$ cat src/rtl/dsp_write_sequencer.sv
// Trigger-synchronous sequencer: replays a preloaded queue of (addr, data) bus writes on a
// trigger edge. Define DSP_SEQ_REPLAY_EN to keep the queue and re-run it on every trigger.
module dsp_write_sequencer #(
  parameter int unsigned DEPTH   = 16,
  parameter int unsigned AW      = 32,
  parameter int unsigned DW      = 32,
  parameter int unsigned TIMEOUT = 15
) (
  input  logic                   clk_i,
  input  logic                   rstn_i,
  input  logic                   ld_valid_i,
  output logic                   ld_ready_o,
  input  logic [AW-1:0]          ld_addr_i,
  input  logic [DW-1:0]          ld_data_i,
  input  logic                   arm_i,
  input  logic                   abort_i,
  input  logic                   trig_i,
  output logic [AW-1:0]          m_addr_o,
  output logic [DW-1:0]          m_wdata_o,
  output logic [3:0]             m_sel_o,
  output logic                   m_wen_o,
  output logic                   m_ren_o,
  input  logic                   m_ack_i,
  input  logic                   m_err_i,
  output logic                   busy_o,
  output logic                   armed_o,
  output logic                   done_o,
  output logic                   err_o,
  output logic [$clog2(DEPTH):0] count_o
);

  localparam int unsigned PW = $clog2(DEPTH);
  localparam int unsigned CW = PW + 1;

  typedef enum logic [1:0] {StIdle, StArmed, StIssue, StWait} state_e;

  state_e        state_q, state_d;
  logic [PW-1:0] rd_ptr_q, rd_ptr_d, wr_ptr_q, wr_ptr_d, ex_ptr_q, ex_ptr_d;
  logic [CW-1:0] cnt_q, cnt_d, rem_q, rem_d;
  logic [7:0]    tmo_q, tmo_d;
  logic [AW-1:0] addr_q, addr_d;
  logic [DW-1:0] wdata_q, wdata_d;
  logic          err_q, err_d, done_q, done_d;
  logic          trig_q, trig_q2, edge_q;
  logic          done_now, flush, ld_accept;

  logic [AW-1:0] addr_mem [DEPTH];
  logic [DW-1:0] data_mem [DEPTH];

  assign ld_ready_o = (state_q == StIdle) && (cnt_q < CW'(DEPTH));
  assign ld_accept  = ld_valid_i && ld_ready_o;

  always_ff @(posedge clk_i) begin
    if (ld_accept) begin
      addr_mem[wr_ptr_q] <= ld_addr_i;
      data_mem[wr_ptr_q] <= ld_data_i;
    end
  end

  always_comb begin
    state_d  = state_q;
    rd_ptr_d = rd_ptr_q;
    wr_ptr_d = wr_ptr_q;
    ex_ptr_d = ex_ptr_q;
    cnt_d    = cnt_q;
    rem_d    = rem_q;
    tmo_d    = tmo_q;
    addr_d   = addr_q;
    wdata_d  = wdata_q;
    err_d    = err_q;
    done_d   = 1'b0;
    done_now = 1'b0;
    flush    = 1'b0;

    if (ld_accept) begin
      wr_ptr_d = wr_ptr_q + PW'(1);
      cnt_d    = cnt_q + CW'(1);
    end

    unique case (state_q)
      StIdle: begin
        if (arm_i) begin
          state_d = StArmed;
          err_d   = 1'b0;
        end
      end
      StArmed: begin
        if (edge_q) begin
          if (cnt_q != '0) begin
            state_d  = StIssue;
            ex_ptr_d = rd_ptr_q;
            rem_d    = cnt_q;
            tmo_d    = '0;
          end else begin
            state_d = StIdle;
            done_d  = 1'b1;
          end
        end
      end
      StIssue: begin
        addr_d  = addr_mem[ex_ptr_q];
        wdata_d = data_mem[ex_ptr_q];
        tmo_d   = tmo_q + 8'd1;
        state_d = StWait;
      end
      StWait: begin
        tmo_d = tmo_q + 8'd1;
        if (m_ack_i && m_err_i) begin
          err_d   = 1'b1;
          flush   = 1'b1;
          state_d = StIdle;
        end else if (m_ack_i) begin
          // An ack wins over a timeout reached in the same cycle.
          ex_ptr_d = ex_ptr_q + PW'(1);
          rem_d    = rem_q - CW'(1);
`ifndef DSP_SEQ_REPLAY_EN
          rd_ptr_d = rd_ptr_q + PW'(1);
          cnt_d    = cnt_q - CW'(1);
`endif
          if (rem_q == CW'(1)) begin
            done_now = 1'b1;
`ifdef DSP_SEQ_REPLAY_EN
            state_d  = StArmed;
`else
            state_d  = StIdle;
`endif
          end else begin
            state_d = StIssue;
            tmo_d   = '0;
          end
        end else if (tmo_q == 8'(TIMEOUT)) begin
          err_d   = 1'b1;
          flush   = 1'b1;
          state_d = StIdle;
        end
      end
      default: state_d = StIdle;
    endcase

    if (abort_i) begin
      state_d  = StIdle;
      err_d    = err_q;
      done_d   = 1'b0;
      done_now = 1'b0;
      flush    = 1'b1;
    end

    if (flush) begin
      rd_ptr_d = '0;
      wr_ptr_d = '0;
      cnt_d    = '0;
    end
  end

  always_ff @(posedge clk_i or negedge rstn_i) begin
    if (!rstn_i) begin
      state_q  <= StIdle;
      rd_ptr_q <= '0;
      wr_ptr_q <= '0;
      ex_ptr_q <= '0;
      cnt_q    <= '0;
      rem_q    <= '0;
      tmo_q    <= '0;
      addr_q   <= '0;
      wdata_q  <= '0;
      err_q    <= 1'b0;
      done_q   <= 1'b0;
      trig_q   <= 1'b0;
      trig_q2  <= 1'b0;
      edge_q   <= 1'b0;
    end else begin
      state_q  <= state_d;
      rd_ptr_q <= rd_ptr_d;
      wr_ptr_q <= wr_ptr_d;
      ex_ptr_q <= ex_ptr_d;
      cnt_q    <= cnt_d;
      rem_q    <= rem_d;
      tmo_q    <= tmo_d;
      addr_q   <= addr_d;
      wdata_q  <= wdata_d;
      err_q    <= err_d;
      done_q   <= done_d;
      trig_q   <= trig_i;
      trig_q2  <= trig_q;
      edge_q   <= trig_q & ~trig_q2;
    end
  end

  // During ISSUE the bus sees the head entry directly; afterwards the captured copy holds.
  assign m_addr_o  = (state_q == StIssue) ? addr_mem[ex_ptr_q] : addr_q;
  assign m_wdata_o = (state_q == StIssue) ? data_mem[ex_ptr_q] : wdata_q;
  assign m_sel_o   = 4'hF;
  assign m_ren_o   = 1'b0;
  assign m_wen_o   = (state_q == StIssue);
  assign busy_o    = (state_q != StIdle);
  assign armed_o   = (state_q == StArmed);
  assign done_o    = done_q | done_now;
  assign err_o     = err_q;
  assign count_o   = cnt_q;

endmodule

$ cat config.mk
export PLATFORM = sky130hd
export DESIGN_NAME = dsp_write_sequencer
export DESIGN_NICKNAME = d
export VERILOG_FILES = /design/src/rtl/dsp_write_sequencer.sv
export SDC_FILE = /design/constraint.sdc
export NUM_CORES = 1
export LEC_CHECK = 0
export ABC_AREA = 1
export CORE_ASPECT_RATIO = 1.2
export CORE_MARGIN = 10
export CORE_UTILIZATION = 25
export CTS_BUF_LIST = sky130_fd_sc_hd__clkbuf_8
export CTS_CLUSTER_DIAMETER = 150
export DETAILED_ROUTE_END_ITERATION = 8
export PLACE_DENSITY_LB_ADDON = 0.12
export SLEW_MARGIN = 5
export SYNTH_ARGS = -nofsm -noshare
export SYNTH_HDL_FRONTEND = slang
export SYNTH_SLANG_ARGS = --single-unit
$ cat constraint.sdc
create_clock -name clk_i -period 5.6 [get_ports clk_i]
set_clock_uncertainty 0.2 [all_clocks]
set_input_delay 1.12 -clock clk_i [delete_from_list [all_inputs] [get_ports clk_i]]
set_output_delay 1.12 -clock clk_i [all_outputs]
set_load 0.05 [all_outputs]
# --- After elaboration in Yosys (flattened, before gate mapping) ---
# Memories as Yosys holds them, arrays and structs flattened.
# Index checks and enable logic that the tools add are counted.
op_classes:
  n_addsub: 7
  mul: 0
  n_div: 0
  magnitude_cmp: 1
  eq_ne: 16
  shift: 0
  mux: 59
  bitwise_logic: 4
  n_reduce_logical: 17
op_table:
  columns: ["cell", "count"]
  rows:
  - ["2-to-1 mux 32 bit", 2]
  - ["2-to-1 mux 5 bit", 9]
  - ["2-to-1 mux 4 bit", 10]
  - ["2-to-1 mux 8 bit", 5]
  - ["case mux 8 bit (3 select lines)", 1]
  - ["2-to-1 mux 1 bit", 20]
  - ["2-to-1 mux 2 bit", 8]
  - ["adder 4 x 1 -> 4 bit (second input constant)", 3]
  - ["nonzero test 2 bit", 6]
  - ["case mux 5 bit (2 select lines)", 1]
  - ["AND reduction 5 bit", 2]
  - ["subtractor 5 x 1 -> 5 bit (second input constant)", 2]
  - ["!= test 3 bit (second input constant)", 3]
  - ["AND reduction 3 bit", 3]
  - ["adder 8 x 1 -> 8 bit (second input constant)", 1]
  - ["== test 8 x 4 -> 1 bit (second input constant)", 1]
  - ["!= test 2 bit (second input constant)", 4]
  - ["case mux 2 bit (4 select lines)", 1]
  - ["case mux 4 bit (2 select lines)", 1]
  - ["adder 5 x 1 -> 5 bit (second input constant)", 1]
  - ["== test 5 x 1 -> 1 bit (second input constant)", 1]
  - ["less-than comparator 5 bit (second input constant)", 1]
  - ["!= test 5 bit (second input constant)", 1]
  - ["nonzero test 5 bit", 1]
  - ["11 further kinds", 16]
totals:
  ff_bits: 101
  latchBits: 0
  mem_bits_rw: 1024
  mem_bits_ro: 0
  input_bits: 72
  output_inout_bits: 80
  mem_count: 2
mem_list:
  columns: ["name", "depth", "width", "read_ports", "rd_clocked_by_memory_dff", "write_ports", "line_no", "rtl"]
  rows:
  - ["addr_mem", 16, 32, 1, 0, 1, "47", "logic [AW-1:0] addr_mem [DEPTH];"]
  - ["data_mem", 16, 32, 1, 0, 1, "48", "logic [DW-1:0] data_mem [DEPTH];"]

# --- Logic depth before layout (Yosys ltp) ---
# Gate-level depths: netlist of the first run.
logic_depth:
  ltp_word: 8
  ltp_mapped: 11
  ltp_nobuf: 10

# --- Worst setup path before layout of the first run ---
# OpenSTA, ideal clock, no wires.
synth_path:
  kind: "input -> register"
  from: "in ld_valid_i"
  to: "mem addr_mem[11][0] (enable)"
  setup_ns: 0.486
  arrival_time_ns: 4.264
  slack_ns: 0.649
  cell_stages: 4
  cell_sequence: "nand3_2 inv_1 nand2_1 nor2_1"
synth_via:
  elab_chain_len: 3
synth_lines:
  columns: ["element", "line_no", "rtl"]
  rows:
  - ["from (decl)", "11", "input logic ld_valid_i,"]
  - ["logical AND 1 bit", "51", "assign ld_accept = ld_valid_i && ld_ready_o;"]
  - ["2-to-1 mux 1 bit", "54", "if (ld_accept) begin"]
  - ["2-to-1 mux 1 bit (not written as such)", "55", "addr_mem[wr_ptr_q] <= ld_addr_i;"]
  - ["to (decl)", "47", null]
# Every way passes these cells.

# --- Final worst setup path of the first run ---
layout_path:
  from: "reg ex_ptr_q[0]"
  to: "out m_wdata_o[8]"
layout_via:
  elab_chain_len: 2
layout_lines:
  columns: ["element", "line_no", "rtl"]
  rows:
  - ["from (decl)", "38", "logic [PW-1:0] rd_ptr_q, rd_ptr_d, wr_ptr_q, wr_ptr_d, ex_ptr_q, ex_ptr_d;"]
  - ["from (signal assigned)", "175", "ex_ptr_q <= ex_ptr_d;"]
  - ["memory read (16 x 32 bit)", null, null]
  - ["2-to-1 mux 32 bit", null, null]
  - ["to (decl)", "19", "output logic [DW-1:0] m_wdata_o,"]
# Every way passes these cells.

==> flow_metrics.py, run 1 <==
metrics = {
    "status": {
        "status": "complete, no violations",
    },
    "timing": {
        "maxSlewViolCount": 0,
        "setup_viol": 0,
        "hold_viol_final": 0,
        "holdWs_ns": 0.0976,
        "slew_headroom": 0.286,
        "timing.fmax_mhz": 188,
        "fin_setup_tns_ns": 0,
        "finalCritPeriodShare": 0.949,
        "worst_pin_slew_ns": 1.07,
        "rsz0062_at_grt": "no",
        "postLayoutSetupSlackWorst_ns": 0.283,
        "period_minus_slack_ns": 5.32,
    },
    "min_path": {
        "holdCritPathClass": "input pin to async pin",
    },
    "routing": {
        "drc": 0,
        "firstDrtPassIters": 5,
        "vias": 29500,
        "ant_nets": 0,
        "routed_wl_microns": 145000,
        "wl_per_cell_microns": 21.5,
        "vias_per_cell": 4.38,
        "initialDrtViolationCount": 1809,
    },
    "global_route": {
        "overflow": 0,
        "antenna_found_initial": 14,
        "grt_usage": 0.142,
        "grt_max_degree": 184,
        "grt_pass1_vias": 29900,
        "grt_pass1_wl_microns": 211000,
    },
    "pwr": {
        "p_sw_mw": 7.77,
        "peakVddDrop_mv": 0.534,
        "p_per_area_nw_per_um2": 420,
        "power_frac_seq": 0.428,
        "p_clk_frac": 0.317,
        "p_comb_frac": 0.255,
        "switching_share": 0.346,
        "p_leak_nw": 19.9,
        "p_int_mw": 14.7,
    },
    "synth": {
        "synthAdderAreaFrac": 0.00303,
        "synthMuxAreaShare": 0,
        "syn-cell-area_sq_um": 45400,
        "syn_inst": 3933,
        "synth-xor-area-share": 0.00270,
        "synth_top_family_by_area": "simple AND/OR/NAND/NOR gates",
        "syn_avg_cell_area_sq_um": 11.6,
        "ys_seq_area_frac": 0.732,
        "yosysWarningCount": 0,
        "synthSimpleGateAreaFrac": 0.226,
        "synth-seq-cells": 1125,
        "ys_types": 31,
        "synth-compound-area-share": 0.00441,
    },
    "worst_setup_path": {
        "cp.arrival_ns": 4.00,
        "end_kind": "primary output",
        "cp-start-kind": "register",
        "crit_type": "register to primary output",
        "cp_max_fo": 55,
        "crit_required_ns": 4.28,
    },
    "cts": {
        "postCtsHoldBufs": 0,
        "cts_sinks": 1125,
        "path_clk_slew_ns": 0.06,
        "clockBufferDepth": 3,
        "cts_made_buffers": 207,
        "cts_tree": "yes",
        "clk-insertion-delay-late_ns": 0.93,
        "htreeDepth": 4,
        "clk_root_buffer_cell": "clkbuf_8",
    },
    "die": {
        "core-area_sq_um": 181000,
        "ios": 152,
        "die_w_microns": 409,
        "initial_utilization": 0.251,
        "die_h_microns": 487,
        "rows": 171,
        "dieArea_sq_um": 199000,
    },
    "layout": {
        "syn2layout_area_growth_pct": 17.9,
        "nets": 4219,
        "drive_gt1_frac": 0.0837,
        "final_common_cell": "nand2_1",
        "num-fill-cells": 18600,
        "regArea_sq_um": 33300,
        "multi_input_area_sq_um": 10900,
        "most-common-layout-cells": "nand2_1, edfxtp_1, nand3_1, clkbuf_8, clkdlybuf4s50_1",
    },
    "placement": {
        "hpwl_microns": 71000,
        "gp_congestion": 0.700,
        "dpl_worst_slack_ns": 1.07,
        "io_buffers": 146,
    },
    "job": {
        "drv_cap": 0,
    },
}
path summary, 6_finish.rpt:
check | startpoint | slack (ns) | cells after the start | endpoint
worst max register to register | state_q[0] | 2.35 | 6 | addr_mem[2][10]
max in group asynchronous | rstn_i | 3.99 | 2 | ex_ptr_q[0]
min in group clk_i | trig_q | 0.19 | 0 | trig_q2
worst min-delay path | rstn_i | 0.1 | 1 | wdata_q[17]
worst min register to register | trig_q | 0.19 | 0 | trig_q2
worst max-delay path | ex_ptr_q[0] | 0.28 | 12 | m_wdata_o[8]
area by class of cell:
class	instances	share of cell area
diodes	4	0.000187
clock inverters	171	0.0133
multi-input cells	2530	0.203
flip-flops and latches	1125	0.622
clock buffers	217	0.0558
repair buffers	228	0.0460
inverters	44	0.00355
well taps	2422	0.0566
state kept, by name, summed over array words and instances (netlist names), 2 cells and up:
| name | count |
|---|---|
| rem_q | 5 |
| wr_ptr_q | 4 |
| count_o | 5 |
| rd_ptr_q | 4 |
| data_mem | 512 |
| wdata_q | 32 |
| addr_mem | 512 |
| ex_ptr_q | 4 |
| state_q | 2 |
| tmo_q | 8 |
| addr_q | 32 |
synth_stat cells:
cell	n	area share
nand3_1	780	0.086
nand3_2	1	0.00022
a31oi_1	3	0.00041
ha_1	11	0.0030
buf_6	1	0.00025
inv_2	7	0.00058
a21oi_2	1	0.00019
xor2_1	11	0.0021
nand4_1	7	0.00096
buf_1	13	0.0011
nor4_1	2	0.00028
inv_1	37	0.0031
nor2_2	1	0.00014
o21bai_1	1	0.00017
nor2_1	47	0.0039
clkbuf_1	48	0.0040
o21ai_1	9	0.00099
or2_2	1	0.00014
buf_4	53	0.0088
dfrtp_1	101	0.056
edfxtp_1	1024	0.68
nand2_2	3	0.00041
xnor2_1	3	0.00058
o211ai_1	2	0.00033
o21ai_0	16	0.0018
conb_1	2	0.00017
nor3b_1	1	0.00017
nor3_1	6	0.00066
buf_2	122	0.013
a21oi_1	5	0.00055
nand2_1	1614	0.13
power by group through the flow:
| stage | Sequential (mW) | Combinational [mW] | Clock, mW |
|---|---|---|---|
| 3_3_place_gp | 9.80 | 5.86 | 0 |
| 3_5_place_dp | 9.80 | 5.83 | 0 |
| 4_1_cts | 9.63 | 5.85 | 7.43 |
| 5_1_grt | 9.66 | 6.41 | 7.81 |
| 6_report | 9.63 | 5.74 | 7.11 |
| 2_1_floorplan | 9.76 | 3.88 | 0 |
layer usage:
| metal | wire, microns | track usage |
|---|---|---|
| met1 | 68600 | 0.193 |
| met2 | 67400 | 0.230 |
| met5 | 30 | 0 |
| met3 | 6040 | 0.0287 |
| met4 | 2750 | 0.0392 |
worst max-delay path, stage by stage (launching register included):
cell and delay [ns]:
dfrtp_4 0.56, inv_8 0.35, buf_12 0.27, buf_12 0.25, nand2_1 0.08, nand3_1 0.07
nand3_1 0.10, nand2_1 0.11, nand2_1 0.08, nand2_1 0.10, nand2_1 0.08, nand2_1 0.11
clkdlybuf4s50_1 0.81
through the flow:
step                utilization  cell area (sq um)  cells  total power, mW
finish                    0.296              53600   6741             22.5
global route              0.296              53600   6739             23.9
CTS                       0.296              53500   6736             22.9
detailed placement        0.276              49800   6348             15.6
global placement          0.276              49800   6348             15.7
floorplan                     -              45400   3936             13.6
logic make-up after synthesis:
| family | Yosys count |
|---|---|
| AND/OR/NAND/NOR | 2463 |
| flip-flops | 1125 |
| buffers and inverters | 281 |
| AO/OA/AOI/OAI | 37 |
| XOR/XNOR | 14 |
| adder cells (fa/ha/maj) | 11 |
| other | 2 |
timing repair:
| item | 4_1_cts | 5_1_grt |
|---|---|---|
| endpoints found under the setup margin | 0 | 11 |
| hold endpoints to repair | 0 | 0 |
| buffers inserted | 0 | 1 |
| resized for setup | 0 | 2 |
(Power assumes the default switching activity.)
==> run 2, diff against run 1 <==
SLEW_MARGIN = not set   (was 5)
clock period = 6.7 ns   (was 5.6 ns; I/O delays follow)
==> run 2 against run 1 <==
Total power shrank 17%. Global-route usage grew 0.14 points. Worst hold slack gained 0.080 ns. Sequential share of layout area grew 0.26 points. Sequential power shrank 16%. Worst setup slack gained 0.58 ns. Critical path depth shrank 3. Final area shrank 0.42%. Core utilization shrank 0.12 points. Via count shrank 0.65%. Largest cell class unchanged. Highest routed layer unchanged.
==> flow_metrics.py, run 2 (same netlist as run 1, synthesis figures left out) <==
metrics = {
    "die": {
        "die_h_microns": 487,
        "core-area_sq_um": 181000,
        "ios": 152,
        "initial_utilization": 0.251,
        "die_w_microns": 409,
        "dieArea_sq_um": 199000,
        "rows": 171,
    },
    "timing": {
        "timing.fmax_mhz": 171,
        "fin_setup_tns_ns": 0,
        "holdWs_ns": 0.178,
        "setup_viol": 0,
        "worst_pin_slew_ns": 1.18,
        "rsz0062_at_grt": "no",
        "period_minus_slack_ns": 5.84,
        "slew_headroom": 0.211,
        "maxSlewViolCount": 0,
        "hold_viol_final": 0,
        "finalCritPeriodShare": 0.871,
    },
    "layout": {
        "drive_gt1_frac": 0.0792,
        "fin_cells": 6706,
        "final_common_cell": "nand2_1",
        "top_regs": "addr_mem: 512 flops, data_mem: 512 flops",
        "most-common-layout-cells": "nand2_1, edfxtp_1, nand3_1, clkbuf_8, clkdlybuf4s50_1",
        "nets": 4204,
        "num-fill-cells": 18700,
        "syn2layout_area_growth_pct": 17.4,
    },
    "global_route": {
        "grt_pass1_wl_microns": 213000,
        "grt_pass1_vias": 29700,
        "grt_usage": 0.144,
        "antenna_found_initial": 11,
        "grt_max_degree": 146,
        "overflow": 0,
    },
    "worst_setup_path": {
        "crit_path_top_delay_cell": "clkdlybuf4s50_1",
        "worst_path_dominant_cell_family": "buffers and inverters",
        "crit_chain": "buf_4, buf_12, nand3_1, nand2_1, nand2_1, nand2_1, nand2_1, nand2_1, clkdlybuf4s50_1",
        "rrSetupSlack_ns": 3.07,
        "critical_path_buf_inv_count": 3,
        "cp.arrival_ns": 4.30,
        "critPathMostFrequentCell": "nand2_1",
        "timing.rr.start": "state_q[0]",
        "reg2reg_depth": 6,
        "end_kind": "primary output",
        "r2r-end": "data_mem[0][7]",
        "crit_type": "register to primary output",
        "cp-start-kind": "register",
        "critPathMaxStageDelay_ns": 0.85,
        "crit_required_ns": 5.16,
        "cp_max_fo": 100,
    },
    "routing": {
        "ant_nets": 0,
        "wl_per_cell_microns": 21.8,
        "drc": 0,
        "vias_per_cell": 4.37,
        "routed_wl_microns": 146000,
        "initialDrtViolationCount": 1792,
        "vias": 29300,
        "firstDrtPassIters": 5,
    },
    "pwr": {
        "p_leak_nw": 19.7,
        "p_sw_mw": 6.48,
        "peakVddDrop_mv": 0.315,
        "power_frac_seq": 0.429,
        "p_per_area_nw_per_um2": 352,
        "p_clk_frac": 0.318,
        "p_int_mw": 12.3,
        "power_mw": 18.8,
        "p_comb_frac": 0.253,
        "switching_share": 0.345,
    },
    "cts": {
        "cts_sinks": 1125,
        "cts_made_buffers": 206,
        "postCtsHoldBufs": 0,
        "cts_tree": "yes",
        "htreeDepth": 4,
        "post_cts_resized": 0,
        "path_clk_slew_ns": 0.06,
        "post_cts_buffers": 0,
        "clockBufferDepth": 3,
        "clk-insertion-delay-late_ns": 0.94,
        "clk_root_buffer_cell": "clkbuf_8",
    },
    "placement": {
        "hpwl_microns": 71000,
        "gp_congestion": 0.704,
        "io_buffers": 146,
        "dp_cells": 6335,
    },
    "min_path": {
        "holdCritPathClass": "register to register",
        "whs_endpoint": "trig_q2",
        "hp-start": "trig_q",
        "holdPathStages": 0,
    },
    "status": {
        "status": "complete, no violations",
    },
    "job": {
        "drv_cap": 0,
    },
}
run 2: cell count changes in the layout (fill, tap and decap cells not counted), moves of 2 or more:
cell             change
buf_4               -13
bufinv_16            +4
clkbuf_8            -10
clkdlybuf4s50_1      +3
clkinv_1             +9
inv_1               -24
inv_6                +2
run 2: routing by layer:
layer,global-route usage,part of all wire,routed length [microns]
met1,0.193,0.47,68500
met2,0.235,0.47,68500
met3,0.0281,0.044,6460
met4,0.0384,0.019,2830
met5,0,0.00029,42
run 2: worst max-delay path by stage:
| stage | start | end | depth (start not counted) |
|---|---|---|---|
| after floorplan | ld_valid_i | addr_mem[11][0] | 4 |
| after global placement | m_ack_i | done_o | 8 |
| after detailed placement | m_ack_i | done_o | 8 |
| after CTS | ex_ptr_q[0] | m_wdata_o[16] | 11 |
| after global routing | ex_ptr_q[0] | m_wdata_o[14] | 11 |
| final | ex_ptr_q[2] | m_wdata_o[1] | 9 |
run 2: area by class of cell:
| cell class | count | area [sq um] | share of cell area |
|---|---|---|---|
| diodes | 4 | 10.0 | 0.000188 |
| clock buffers | 207 | 2850 | 0.0534 |
| clock inverters | 160 | 777 | 0.0146 |
| inverters | 44 | 190 | 0.00357 |
| multi-input cells | 2530 | 10900 | 0.204 |
| flip-flops and latches | 1125 | 33300 | 0.624 |
| well taps | 2422 | 3030 | 0.0568 |
| repair buffers | 214 | 2310 | 0.0433 |
run 2: power groups by stage:
stage | Combinational, mW | Clock, mW | Sequential (mW)
global route | 5.32 | 6.50 | 8.07
floorplan | 3.24 | 0 | 8.16
detailed placement | 4.85 | 0 | 8.19
CTS | 4.87 | 6.20 | 8.05
global placement | 4.88 | 0 | 8.18
finish | 4.76 | 5.97 | 8.05
run 2: stage by stage:
stage           util  worst slack, ns  instance area (sq um)
2_1_floorplan      -             1.53                  45400
3_3_place_gp   0.275             1.64                  49700
3_5_place_dp   0.275             1.66                  49700
4_1_cts        0.295            0.774                  53300
5_1_grt        0.295            0.604                  53300
6_report       0.295            0.862                  53300
run 2: worst reg2reg max path, cell delays in order, from the launching register on:
cell     delay, ns
dfrtp_1       0.48
nor2_1        0.17
nand3_2       0.31
inv_1         0.40
nand2_1       0.34
nor2_4        0.80
buf_4         0.54
==> run 3, diff against run 2 <==
GPL_ROUTABILITY_DRIVEN = 0   (was not set)
==> results of run 3 <==
Same layout as run 2: the final DEF is identical, and so are final timing and power.
